### config.mk
export PLATFORM = sky130hd
export DESIGN_NAME = blocks_collide
export DESIGN_NICKNAME = d
export VERILOG_FILES = /design/src/rtl/blocks_collide.sv
export SDC_FILE = /design/constraint.sdc
export NUM_CORES = 1
export LEC_CHECK = 0
export CAP_MARGIN = 20
export CORE_MARGIN = 4
export CORE_UTILIZATION = 57
export CTS_CLUSTER_SIZE = 28
export DETAILED_ROUTE_END_ITERATION = 10
export PLACE_DENSITY = 0.86
export SETUP_SLACK_MARGIN = 0.1
export SKIP_LAST_GASP = 1
export SLEW_MARGIN = 40
export SYNTH_ARGS = -nofsm -noshare
export SYNTH_HDL_FRONTEND = slang
export SYNTH_SLANG_ARGS = --single-unit
### constraint.sdc
create_clock -name clk -period 5.9 [get_ports clk]
set_input_delay 1.475 -clock clk [delete_from_list [all_inputs] [get_ports clk]]
set_output_delay 1.475 -clock clk [all_outputs]
set_load 0.1 [all_outputs]
### src/rtl/blocks_collide.sv
// Breakout-style collision scanner: walks the 15-entry block-position ROM once per
// start request and retires the lowest-indexed live block that the latched ball overlaps.
module blocks_collide #(
  parameter int unsigned BLOCK_W = 80,
  parameter int unsigned BLOCK_H = 8,
  parameter int unsigned BALL_SZ = 8
) (
  input  logic        clk,
  input  logic        rst,
  input  logic        start,
  input  logic        restart,
  input  logic [9:0]  ball_x,
  input  logic [8:0]  ball_y,
  output logic [3:0]  rom_addr,
  input  logic [18:0] rom_q,
  output logic [14:0] alive,
  output logic        busy,
  output logic        done,
  output logic        hit,
  output logic [3:0]  hit_idx,
  output logic        cleared
);

  localparam int unsigned NBLK = 15;
  localparam int unsigned IDXW = 4;
  localparam int unsigned XW   = 10;
  localparam int unsigned YW   = 9;
  localparam int unsigned SW   = 11;
  localparam logic [IDXW-1:0] LAST_IDX  = IDXW'(NBLK - 1);
  localparam logic [NBLK-1:0] ALL_ALIVE = {NBLK{1'b1}};

  typedef enum logic [1:0] {IDLE, ISSUE, SCAN, DONE} state_e;

  state_e            state_q, state_d;
  logic [XW-1:0]     bx_q, bx_d;
  logic [YW-1:0]     by_q, by_d;
  logic [IDXW-1:0]   rom_addr_q, rom_addr_d;
  logic [IDXW-1:0]   eval_idx_q, eval_idx_d;
  logic              found_q, found_d;
  logic [IDXW-1:0]   found_idx_q, found_idx_d;
  logic [NBLK-1:0]   alive_q, alive_d;
  logic              busy_q, busy_d;
  logic              done_q, done_d;
  logic              hit_q, hit_d;
  logic [IDXW-1:0]   hit_idx_q, hit_idx_d;
  logic              cleared_q, cleared_d;

  logic [XW-1:0]     blk_x_c;
  logic [YW-1:0]     blk_y_c;
  logic              overlap_c;
  logic              cand_c;
  logic              found_n_c;
  logic [IDXW-1:0]   found_idx_n_c;

  // Strict-inequality box overlap between the latched ball and the block on rom_q
  always_comb begin
    blk_x_c   = rom_q[18:9];
    blk_y_c   = rom_q[8:0];
    overlap_c = (SW'(bx_q) < SW'(blk_x_c) + SW'(BLOCK_W)) &&
                (SW'(bx_q) + SW'(BALL_SZ) > SW'(blk_x_c)) &&
                (SW'(by_q) < SW'(blk_y_c) + SW'(BLOCK_H)) &&
                (SW'(by_q) + SW'(BALL_SZ) > SW'(blk_y_c));
    cand_c        = (state_q == SCAN) && alive_q[eval_idx_q] && overlap_c;
    found_n_c     = found_q | cand_c;
    found_idx_n_c = found_q ? found_idx_q : eval_idx_q;
  end

  always_ff @(posedge clk or posedge rst) begin
    if (rst) state_q <= IDLE;
    else     state_q <= state_d;
  end

  always_comb begin
    state_d = state_q;
    if (restart) begin
      state_d = IDLE;
    end else begin
      case (state_q)
        IDLE:    if (start) state_d = ISSUE;
        ISSUE:   state_d = SCAN;
        SCAN:    if (eval_idx_q == LAST_IDX) state_d = DONE;
        DONE:    state_d = IDLE;
        default: state_d = IDLE;
      endcase
    end
  end

  always_comb begin
    bx_d        = bx_q;
    by_d        = by_q;
    eval_idx_d  = eval_idx_q;
    found_d     = found_q;
    found_idx_d = found_idx_q;
    alive_d     = alive_q;
    done_d      = 1'b0;
    hit_d       = 1'b0;
    hit_idx_d   = hit_idx_q;
    if (restart) begin
      alive_d    = ALL_ALIVE;
      found_d    = 1'b0;
      eval_idx_d = '0;
    end else begin
      case (state_q)
        IDLE: begin
          if (start) begin
            bx_d = ball_x;
            by_d = ball_y;
          end
        end
        ISSUE: begin
          eval_idx_d = '0;
          found_d    = 1'b0;
        end
        SCAN: begin
          found_d     = found_n_c;
          found_idx_d = found_idx_n_c;
          if (eval_idx_q == LAST_IDX) begin
            done_d = 1'b1;
            hit_d  = found_n_c;
            if (found_n_c) begin
              hit_idx_d = found_idx_n_c;
              alive_d   = alive_q & ~(NBLK'(1) << found_idx_n_c);
            end
          end else begin
            eval_idx_d = eval_idx_q + IDXW'(1);
          end
        end
        default: ;
      endcase
    end
    // Address runs one ahead of the block under evaluation and parks at 0
    rom_addr_d = ((state_d == SCAN) && (eval_idx_d < LAST_IDX)) ?
                 eval_idx_d + IDXW'(1) : '0;
    busy_d     = (state_d != IDLE);
    cleared_d  = (alive_q == '0);
  end

  always_ff @(posedge clk or posedge rst) begin
    if (rst) begin
      bx_q        <= '0;
      by_q        <= '0;
      rom_addr_q  <= '0;
      eval_idx_q  <= '0;
      found_q     <= 1'b0;
      found_idx_q <= '0;
      alive_q     <= ALL_ALIVE;
      busy_q      <= 1'b0;
      done_q      <= 1'b0;
      hit_q       <= 1'b0;
      hit_idx_q   <= '0;
      cleared_q   <= 1'b0;
    end else begin
      bx_q        <= bx_d;
      by_q        <= by_d;
      rom_addr_q  <= rom_addr_d;
      eval_idx_q  <= eval_idx_d;
      found_q     <= found_d;
      found_idx_q <= found_idx_d;
      alive_q     <= alive_d;
      busy_q      <= busy_d;
      done_q      <= done_d;
      hit_q       <= hit_d;
      hit_idx_q   <= hit_idx_d;
      cleared_q   <= cleared_d;
    end
  end

  assign rom_addr = rom_addr_q;
  assign alive    = alive_q;
  assign busy     = busy_q;
  assign done     = done_q;
  assign hit      = hit_q;
  assign hit_idx  = hit_idx_q;
  assign cleared  = cleared_q;

endmodule

Yosys cells after proc, flatten, opt, wreduce, memory -nomap -nowiden
Cells that the tools add are included.
Widths: inputs -> output; s select.
{"block": "op_classes", "reduce_logical": 17, "shift": 1, "n_div": 0, "eq_ne": 5, "n_mux": 23, "mul": 0, "magnitude_cmp": 6, "addsub": 6, "n_bitwise": 4}
{"operator": "$mux 15", "count": 4}
{"operator": "$add 9x4->10 const B", "count": 2}
{"operator": "$mux 4", "count": 4}
{"operator": "$and 15x15->15", "count": 1}
{"operator": "$logic_not 15->1", "count": 1}
{"operator": "$not 15->15", "count": 1}
{"operator": "$shl 1x4->15 const A", "count": 1}
{"operator": "$add 10x4->11 const B", "count": 1}
{"operator": "$add 10x7->11 const B", "count": 1}
{"operator": "$gt 11x10->1", "count": 1}
{"operator": "$lt 10x11->1", "count": 1}
{"operator": "$gt 10x9->1", "count": 1}
{"operator": "$lt 9x10->1", "count": 1}
{"operator": "$add 4x1->4 const B", "count": 2}
{"operator": "$mux 1", "count": 8}
{"operator": "$pmux 2 s4", "count": 1}
{"operator": "$pmux 4 s2", "count": 1}
{"operator": "$reduce_bool 2->1", "count": 4}
{"operator": "$eq 2x2->1 const B", "count": 3}
{"operator": "$logic_and 1x1->1", "count": 6}
{"operator": "$mux 2", "count": 3}
{"operator": "$reduce_and 3->1", "count": 2}
{"operator": "$lt 4x5->1 const B", "count": 1}
{"operator": "$bmux 1 s4", "count": 1}
{"operator": "other kinds (10)", "count": 10}
{"block": "word_totals", "memories": 0, "ff_bits": 57, "latchBits": 0, "output_inout_bits": 27, "romBits": 0, "ram_bits": 0}

Longest topological paths before layout
Gate-level depths: netlist (run 1).
{"block": "logic_depth", "depth_word": 11, "mapped_depth": 11, "mapped_depth_nobuf": 11}

Worst setup path after synthesis (run 1)
Ideal clock, no wire load.
{"block": "synth_path", "path_kind": "input -> register", "start": "input port rom_q[13]", "end": "register hit_idx_q[1] (netlist: hit_idx[1])", "setup_time_ns": 0.126, "required_ns": 5.774, "arrival_ns": 3.491, "stages": 11, "slack_ns": 2.283, "n_path_buf": 0, "path_cell_list": "ha_1 o21ai_0 xnor2_1 ha_1 a21o_1 a21oi_1 nor2_1 nor4_2 nand4_2 mux2i_1 a221o_1"}
{"block": "synth_via", "elab_chain_cells": 8, "elab_cells_between_ends": 9, "classes_between": "add/sub (1); order compare (2); bitwise (1); reduce/logical (5)"}
{"item": "start: declaration", "line_no": "15", "rtl": "input logic [18:0] rom_q,"}
{"item": "$add 10x7->11", "line_no": "59", "rtl": "overlap_c = (SW'(bx_q) < SW'(blk_x_c) + SW'(BLOCK_W)) &&"}
{"item": "$lt 10x11->1", "line_no": "59"}
{"item": "$logic_and 1x1->1 (*)", "line_no": "59"}
{"item": "$logic_and 1x1->1 (*)", "line_no": "60", "rtl": "(SW'(bx_q) + SW'(BALL_SZ) > SW'(blk_x_c)) &&"}
{"item": "$logic_and 1x1->1 (*)", "line_no": "61", "rtl": "(SW'(by_q) < SW'(blk_y_c) + SW'(BLOCK_H)) &&"}
{"item": "$logic_and 1x1->1 (*)", "line_no": "63", "rtl": "cand_c = (state_q == SCAN) && alive_q[eval_idx_q] && overlap_c;"}
{"item": "$or 1x1->1 (*)", "line_no": "64", "rtl": "found_n_c = found_q | cand_c;"}
{"item": "$reduce_and 4->1 (no line) (*)"}
{"item": "end signal: assignment", "line_no": "163", "rtl": "hit_idx_q <= hit_idx_d;"}
{"item": "end: declaration", "line_no": "45", "rtl": "logic [IDXW-1:0] hit_idx_q, hit_idx_d;"}
Mark *: on every way between the ends. The rest lies on a longest branch, timed or not.
A chain may end at the register's enable or synchronous reset.

Worst setup path in the final report (run 1)
{"block": "layout_path", "start": "input port rom_q[3]", "end": "register hit_idx_q[1] (netlist: hit_idx[1])"}
{"block": "layout_via", "elab_chain_cells": 7, "elab_cells_between_ends": 8, "classes_between": "add/sub (1); order compare (2); bitwise (1); reduce/logical (4)"}
{"item": "$add 9x4->10", "line_no": "61"}
{"item": "$lt 9x10->1", "line_no": "61"}
{"item": "$logic_and 1x1->1", "line_no": "60"}
{"item": "$logic_and 1x1->1 (*)", "line_no": "61"}
{"item": "$logic_and 1x1->1 (*)", "line_no": "63"}
{"item": "$or 1x1->1 (*)", "line_no": "64"}
{"item": "$reduce_and 4->1 (no line) (*)"}
Marks and branches as above.

==> impl_results.rst, run 1 <==
.. list-table::
   :header-rows: 1

   * - Metric
     - Value
   * - Final Max Tran Viols
     - 0
   * - Final cycle utilization of the critical path
     - a little over two thirds
   * - Clock insertion delay at the later pin of the skew report
     - around 0.34 ns
   * - First-pass GRT wire length
     - roughly 15000 um
   * - Most common cell after layout, fill and taps aside
     - sky130_fd_sc_hd__ha_1
   * - Clock transition at path regs
     - 0.07 ns
   * - Iteration-0 DRC count of the detailed router
     - roughly 180
   * - Final std cells w/o fill
     - 530
   * - Hold bufs inserted after CTS
     - 0
   * - Endpoint required time on the critical path
     - 6.12 ns
   * - Global-route total usage across every layer
     - between 20% and 30%
   * - Fraction of final layout cells with drive strength greater than 1
     - between 10% and 20%
   * - Starting Density
     - approximately three fifths
   * - Post-synthesis area per instance
     - around 10 um2
   * - Total half-perimeter wirelength after legalization and detailed placement
     - 6740 um
   * - Worst path slowest cell
     - sky130_fd_sc_hd__clkdlybuf4s50_1
   * - Portion of the post-synthesis area used by sequential elements
     - between 30% and 40%
   * - P per Cell Area
     - about 360 nW/um2
   * - Nets
     - 533
   * - R2R Path End
     - hit_idx[1]
   * - Maximum vdd drop
     - ~0.00026 V
   * - Worst-case headroom to the max-slew limit
     - slightly above 50%
   * - Multi-input logic area
     - approximately 2100 um2
   * - Post-detailed-route count of antenna-violating nets
     - 0
   * - MaxCap Viol Count
     - 0
   * - Number of global-route vias before repair
     - about 3300
   * - Slew @ Worst Pin
     - ~0.73 ns
   * - Setup CP Type
     - primary input to flop
   * - Vias per Instance
     - between 6 and 7
   * - Highest Clock Rate
     - around 240 MHz
   * - Final wirelength
     - 9320 um
   * - Core area
     - 6390 um2
   * - R2R depth
     - 11
   * - Cell-by-cell trace of the critical path
     - clkdlybuf4s50_1 -> ha_1 -> nand3_1 -> xnor2_1 -> ha_1 -> a21o_1 -> a21oi_1 -> o32ai_1 -> nor4_1 -> nand4_2 -> mux2i_1 -> a221o_1
   * - Syn_nets
     - ~470
   * - Post-CTS setup buffer count
     - 0
   * - Gr ovfl total
     - 0
   * - Total inserted antenna cells
     - 0
   * - Initial antenna violation count
     - 0
   * - Final sum of negative setup slack
     - 0 ns
   * - Chip Height
     - between 80 and 90 um
   * - Crit. End Element
     - flop
   * - Worst Hold Class
     - flop to flop
   * - Worst-case clock buffer depth
     - 2
   * - Area taken by flip-flops and latches
     - about 1400 um2
   * - Shortest period the worst path allows
     - roughly 4.2 ns
   * - Result of the run
     - finished clean
   * - RSZ-0062 raised after global routing
     - no
   * - Number of setup violations in the final report
     - 0
   * - Number of distinct library cells after synthesis
     - 57
   * - Static leakage power
     - a little over 0.002 uW
   * - Cell Rows
     - 29
   * - EDFF count, synth
     - 0
   * - Clk sink count
     - 57
   * - Setup slack on the worst flop-to-flop path
     - between 2 and 3 ns
   * - Root Buffer
     - sky130_fd_sc_hd__clkbuf_8
   * - Post-synthesis instance total
     - 380
   * - Htree depth
     - 3
   * - Most numerous cell on the critical path
     - sky130_fd_sc_hd__ha_1
   * - Floorplan die area
     - about 8000 um2
   * - Final number of hold-violating endpoints
     - 0
   * - Last weighted congestion value of the routability-driven placer
     - between 0.9 and 1
   * - Cts repair resizes
     - 0
   * - Horiz. Die Dim
     - just under 90 um
   * - Fill cell instance count of the final layout
     - around 470
   * - CP peak stage delay
     - approximately 0.57 ns
   * - Number of input and output port buffers inserted
     - 68
   * - Largest fanout on the critical path
     - 6
   * - Hold path endpoint
     - hit_idx[3]
   * - Cells after DPL
     - around 510
   * - Per-cell routed wire length
     - ~18 um
   * - Min-Delay Startpoint
     - hit_idx[3]
   * - Number of buffers added by the clock tree synthesis step
     - 9
   * - TritonCTS clock tree
     - built
   * - Async set or reset register ratio after synthesis
     - 100%
   * - Setup Skew
     - roughly 0.0039 ns
   * - Largest net degree at the start of global routing
     - a little under 60
   * - 1st-pass router iterations
     - 5
   * - Endpoint arrival time on the critical path
     - 4.39 ns
   * - Synthesized cell area
     - ~3800 um2
   * - Via total after detailed routing
     - approximately 3200
   * - Most used cells in the layout excluding fill and tap cells
     - 43 x sky130_fd_sc_hd__ha_1, 42 x sky130_fd_sc_hd__dfrtp_1, 40 x sky130_fd_sc_hd__clkdlybuf4s50_1
   * - Yosys warnings
     - 0
   * - Launching element type of the critical path
     - primary input
   * - Hold Path Stages
     - 1
   * - Number of I/O pins
     - 69
   * - Area grow syn2layout
     - 20.7%
   * - Number of register bits inferred by synthesis
     - between 50 and 60
   * - Predominant post-synthesis flop cell
     - sky130_fd_sc_hd__dfrtp_1
   * - DRC violations left
     - 0
   * - R2R Path Start
     - bx_q[4]
==> metrics by stage <==
| step | util [%] | cell area (um2) | setup slack [ns] | hold slack, ns | total power (uW) |
|---|---|---|---|---|---|
| 2_1_floorplan | - | 3770 | 2.28 | 0.479 | 1090 |
| 3_3_place_gp | 70.4 | 4490 | 1.59 | 0.489 | 1230 |
| 3_5_place_dp | 68.4 | 4370 | 1.42 | 0.484 | 1280 |
| 4_1_cts | 71.4 | 4560 | 1.75 | 0.501 | 1660 |
| 5_1_grt | 71.4 | 4560 | 1.58 | 0.522 | 1780 |
| 6_report | 71.4 | 4560 | 1.73 | 0.495 | 1650 |
==> critical path, delay by kind of cell <==
| kind | cells | cell delay, ns |
|---|---|---|
| AOI/OAI and AO/OA | 4 | 0.66 |
| xor gates and xnor gates | 1 | 0.23 |
| adders and majority gates | 2 | 0.55 |
| buffers and inverters | 1 | 0.57 |
| muxes | 1 | 0.19 |
| and+or+nand+nor | 3 | 0.71 |
==> metal layers <==
| metal | GRT usage [%] | routed length [um] |
|---|---|---|
| met4 | 11.9 | 156 |
| met2 | 42.1 | 4650 |
| met3 | 3.32 | 551 |
| met1 | 32.8 | 3960 |
| met5 | 0 | 0 |
==> worst max path at each step <==
stage / startpoint / to / slack, ns / cells after the start
6_report: rom_q[3] / hit_idx[1] / 1.73 / 12
3_5_place_dp: rom_q[3] / hit_idx[1] / 1.42 / 12
3_3_place_gp: rom_q[13] / hit_idx[0] / 1.59 / 12
5_1_grt: rom_q[3] / hit_idx[0] / 1.58 / 12
2_1_floorplan: rom_q[13] / hit_idx[1] / 2.28 / 11
4_1_cts: rom_q[3] / hit_idx[1] / 1.75 / 12
==> where the power goes <==
group	leakage, uW	switching (uW)	internal (uW)
Sequential	0.000686	102	474
Combinational	0.00122	382	329
Clock	0.000102	157	203
Total	0.00201	641	1010
==> cells by family (layout without fill, tap and decap cells) <==
| kind of cell | Yosys count | in the layout | synth area share [%] |
|---|---|---|---|
| adder cells (fa/ha/maj) | 43 | 43 | 14.3 |
| flip-flops | 57 | 57 | 38.3 |
| AND/OR/NAND/NOR | 115 | 115 | 16.0 |
| XOR/XNOR | 18 | 18 | 4.18 |
| multiplexers | 28 | 28 | 9.35 |
| buffers and inverters | 46 | 119 | 5.00 |
| AO/OA/AOI/OAI | 73 | 73 | 13.0 |
==> synthesized netlist by cell type, types with 3 or more instances <==
cell type	count	share of area, %
sky130_fd_sc_hd__nor2_1	23	2.3
sky130_fd_sc_hd__a21oi_1	21	2.8
sky130_fd_sc_hd__ha_1	43	14
sky130_fd_sc_hd__nor4_1	6	0.99
sky130_fd_sc_hd__mux2i_1	3	0.80
sky130_fd_sc_hd__nand3_1	19	2.5
sky130_fd_sc_hd__xor2_1	3	0.70
sky130_fd_sc_hd__mux2_2	22	6.6
sky130_fd_sc_hd__o21a_1	3	0.60
sky130_fd_sc_hd__a211o_1	3	0.70
sky130_fd_sc_hd__dfrtp_1	42	28
sky130_fd_sc_hd__nand2_1	24	2.4
sky130_fd_sc_hd__xnor2_1	15	3.5
sky130_fd_sc_hd__o21ai_0	9	1.2
sky130_fd_sc_hd__clkbuf_1	8	0.80
sky130_fd_sc_hd__a31oi_1	3	0.50
sky130_fd_sc_hd__and3_1	8	1.3
sky130_fd_sc_hd__nand2b_1	8	1.3
sky130_fd_sc_hd__nand4_1	5	0.83
sky130_fd_sc_hd__a21o_1	9	1.8
sky130_fd_sc_hd__a211oi_1	6	1.2
sky130_fd_sc_hd__nor3_1	6	0.80
sky130_fd_sc_hd__dfstp_2	15	10
sky130_fd_sc_hd__inv_1	32	3.2
sky130_fd_sc_hd__nand3b_1	4	0.80
==> registers in the layout (all words and copies together), names as in the netlist <==
name         cells
alive           15
busy             1
bx_q            10
by_q             9
cleared          1
done             1
eval_idx_q       4
found_idx_q      4
found_q          1
hit              1
hit_idx          4
rom_addr         4
state_q          2
==> layout make-up <==
type / count / area share (%)
Tap cell: 77 / 2.11
Multi-Input combinational cell: 277 / 47.0
Clock buffer: 10 / 3.02
Sequential cell: 57 / 31.7
Inverter: 33 / 2.72
Clock inverter: 6 / 1.26
Timing Repair Buffer: 70 / 12.2
Note: power is estimated with default switching activity, not from simulation.
==> run 2: changes to the inputs <==
- CORE_UTILIZATION: 57 -> 53
- PLACE_DENSITY: 0.86 -> 0.81
- clock period: 5.9 -> 3.97 ns (I/O delays scaled with it)
==> run 2 against run 1 <==
Compared with the run above:
- critical path type unchanged
- power rose by 44%
- final area grew 0.71%
- cell count up 4.2%
- die area increased by 6.9%
- combinational power increased by 46%
- critical path depth rose by 1
- setup slack lost 1.3 ns
- sequential power increased by 49%
- non-clock buffer count grew 3
- via count down 1.8%
- register-to-register slack lost 1.7 ns
==> impl_results.rst, run 2 (same netlist as run 1, synthesis figures left out) <==
.. list-table::
   :header-rows: 1

   * - Metric
     - Value
   * - Nets
     - 536 (+0.56%)
   * - Slew @ Worst Pin
     - 0.732 ns (-0.00121 ns)
   * - Hold bufs inserted after CTS
     - 0 (unchanged)
   * - Final sum of negative setup slack
     - 0 ns (unchanged)
   * - Final Max Tran Viols
     - 0 (unchanged)
   * - Final WS setup
     - 0.428 ns (-1.30 ns)
   * - Shortest period the worst path allows
     - around 3.5 ns
   * - Worst-case headroom to the max-slew limit
     - 51.2% (+0.081 points)
   * - Number of setup violations in the final report
     - 0 (unchanged)
   * - Via total after detailed routing
     - 3133 (-1.8%)
   * - Fraction of final layout cells with drive strength greater than 1
     - 19.7% (-0.13 points)
   * - Core area
     - 6870 um2 (+7.6%)
   * - MaxCap Viol Count
     - 0 (unchanged)
   * - Largest net degree at the start of global routing
     - 58 (unchanged)
   * - Number of global-route vias before repair
     - 3257 (-0.49%)
   * - Post-CTS setup buffer count
     - 0 (unchanged)
   * - TritonCTS clock tree
     - built
   * - Most used cells in the layout excluding fill and tap cells
     - 43 x sky130_fd_sc_hd__ha_1, 42 x sky130_fd_sc_hd__dfrtp_1, 41 x sky130_fd_sc_hd__clkdlybuf4s50_1
   * - Number of flip-flops under the largest register name
     - 15 (unchanged)
   * - Starting Density
     - 55.0% (-4.2 points)
   * - Last weighted congestion value of the routability-driven placer
     - 0.921 (+1.9%)
   * - Highest Clock Rate
     - roughly 280 MHz
   * - Cell Rows
     - 30 (+3.4%)
   * - Horiz. Die Dim
     - 92.4 um (+3.4%)
   * - Global-route met2 utilization
     - 37.0% (-5.1 points)
   * - Largest fanout on the critical path
     - 6 (unchanged)
   * - Post-detailed-route count of antenna-violating nets
     - 0 (unchanged)
   * - Cts repair resizes
     - 0 (unchanged)
   * - Met1 layer usage reported by global route
     - 28.4% (-4.4 points)
   * - Final cycle utilization of the critical path
     - about nine tenths
   * - Setup Skew
     - 0.0128 ns (+0.00892 ns)
   * - Worst path slowest cell
     - sky130_fd_sc_hd__clkdlybuf4s50_1
   * - Core utilization of the finished layout
     - 66.8% (-4.5 points)
   * - Met3 Resource Use GR
     - 5.69% (+2.4 points)
   * - Root Buffer
     - sky130_fd_sc_hd__clkbuf_8
   * - Cell-by-cell trace of the critical path
     - clkdlybuf4s50_1 -> ha_1 -> nand3_1 -> xnor2_1 -> ha_1 -> a21o_1 -> a21oi_1 -> o32ai_1 -> nor4_1 -> nand4_2 -> buf_4 -> mux2i_1 -> a221o_1
   * - Result of the run
     - finished clean
   * - First-pass GRT wire length
     - 15200 um (-2.0%)
   * - Total half-perimeter wirelength after legalization and detailed placement
     - 6700 um (-0.73%)
   * - Final wirelength
     - 8980 um (-3.6%)
   * - RSZ-0062 raised after global routing
     - no
   * - Fill cell instance count of the final layout
     - 550 (+18%)
   * - CP peak stage delay
     - 0.53 ns (-0.04 ns)
   * - Dominant delay contributor by cell family on the critical path
     - buffers and inverters
   * - Initial antenna violation count
     - 0 (unchanged)
   * - Iteration-0 DRC count of the detailed router
     - 214 (+18%)
   * - Global-route total usage across every layer
     - 22.3% (-3.0 points)
   * - Maximum vdd drop
     - 0.000272 V (+3.9%)
   * - Vias per Instance
     - 5.68 (-5.7%)
   * - Endpoint required time on the critical path
     - 4.20 ns (-1.92 ns)
   * - Endpoint arrival time on the critical path
     - 3.77 ns (-0.62 ns)
   * - Per-cell routed wire length
     - 16.3 um (-7.5%)
   * - Most numerous cell on the critical path
     - sky130_fd_sc_hd__ha_1
   * - Clock transition at path regs
     - 0.07 ns (about the same)
   * - Placement Setup Slack
     - 0.0721 ns (-1.34 ns)
   * - Worst-case clock buffer depth
     - 2 (unchanged)
   * - DRC violations left
     - 0 (unchanged)
   * - Launching element type of the critical path
     - primary input
   * - Min Hold Slack
     - 0.492 ns (-0.00308 ns)
   * - 1st-pass router iterations
     - 4 (-1)
   * - Worst Hold Class
     - flop to flop
   * - GRT Max-Usage Layer
     - met2
   * - Htree depth
     - 3 (unchanged)
   * - Crit. End Element
     - flop
   * - Number of I/O pins
     - 69 (unchanged)
   * - Number of input and output port buffers inserted
     - 68 (unchanged)
   * - Total inserted antenna cells
     - 0 (unchanged)
   * - Number of buffers added by the clock tree synthesis step
     - 9 (unchanged)
   * - Floorplan die area
     - 8540 um2 (+6.9%)
   * - Sum of buffers and inverters on the critical path
     - 2 (+1)
   * - Clk sink count
     - 57 (unchanged)
   * - P per Cell Area
     - 519 nW/um2 (+43%)
   * - Total power
     - 2380 uW (+44%)
   * - Final number of hold-violating endpoints
     - 0 (unchanged)
   * - Gr ovfl total
     - 0 (unchanged)
   * - Static leakage power
     - 0.00201 uW (about the same)
   * - Setup CP Type
     - primary input to flop
   * - Chip Height
     - 92.4 um (+3.4%)
   * - Area grow syn2layout
     - 21.6%
   * - Most common cell after layout, fill and taps aside
     - sky130_fd_sc_hd__ha_1
   * - Clock insertion delay at the later pin of the skew report
     - 0.34 ns (about the same)
-- run 2: cell count changes in the layout (fill, tap and decap cells not counted), sizes merged --
cell,previous run,this run
buf,30,32
bufinv,1,0
clkbuf,10,13
clkdlybuf4s50,40,41
clkinv,5,3
-- run 2: per-layer routing --
layer / share of wire (%) / up-vias
li1: - / 1511
met1: 45 / 1505
met2: 47 / 99
met3: 6.0 / 18
met4: 1.5 / 0
met5: 0 / -
-- run 2: final timing paths --
kind / start / endpoint / slack, ns / depth (start not counted)
worst max-delay path: rom_q[4] / hit_idx[1] / 0.43 / 13
worst min-delay path: hit_idx[3] / hit_idx[3] / 0.49 / 1
max in group asynchronous: rst / bx_q[1] / 2.30 / 3
worst max register to register: bx_q[3] / hit_idx[1] / 1.07 / 12
min in group asynchronous: rst / bx_q[4] / 1.18 / 3
worst min register to register: hit_idx[3] / hit_idx[3] / 0.49 / 1
-- run 2: final cells by class --
class	instances	area, um2	share of cell area (%)
Multi-Input combinational cell	277	2140	46.6
Sequential cell	57	1450	31.5
Timing Repair Buffer	73	583	12.7
Clock buffer	13	159	3.46
Inverter	33	124	2.70
Tap cell	96	120	2.62
Clock inverter	3	17.5	0.382
-- run 2: power by group --
group | switching [uW] | internal (uW) | total, uW
registers | 152 | 704 | 857
clock network | 226 | 259 | 485
logic | 551 | 487 | 1040
total | 929 | 1450 | 2380
-- run 2: stage by stage --
| step | area [um2] | std cells |
|---|---|---|
| floorplan | 3770 | 380 |
| global placement | 4540 | 535 |
| detailed placement | 4410 | 535 |
| CTS | 4580 | 551 |
| global route | 4590 | 552 |
| finish | 4590 | 552 |
-- run 2: worst reg2reg max path, delay by kind of cell (launching register included) --
family | cells | cell delay [ns]
AND/OR/NAND/NOR | 4 | 0.71
AO/OA/AOI/OAI | 3 | 0.60
adder cells (fa/ha/maj) | 2 | 0.57
flip-flops | 1 | 0.45
buffers and inverters | 1 | 0.19
XOR/XNOR | 1 | 0.14
multiplexers | 1 | 0.13
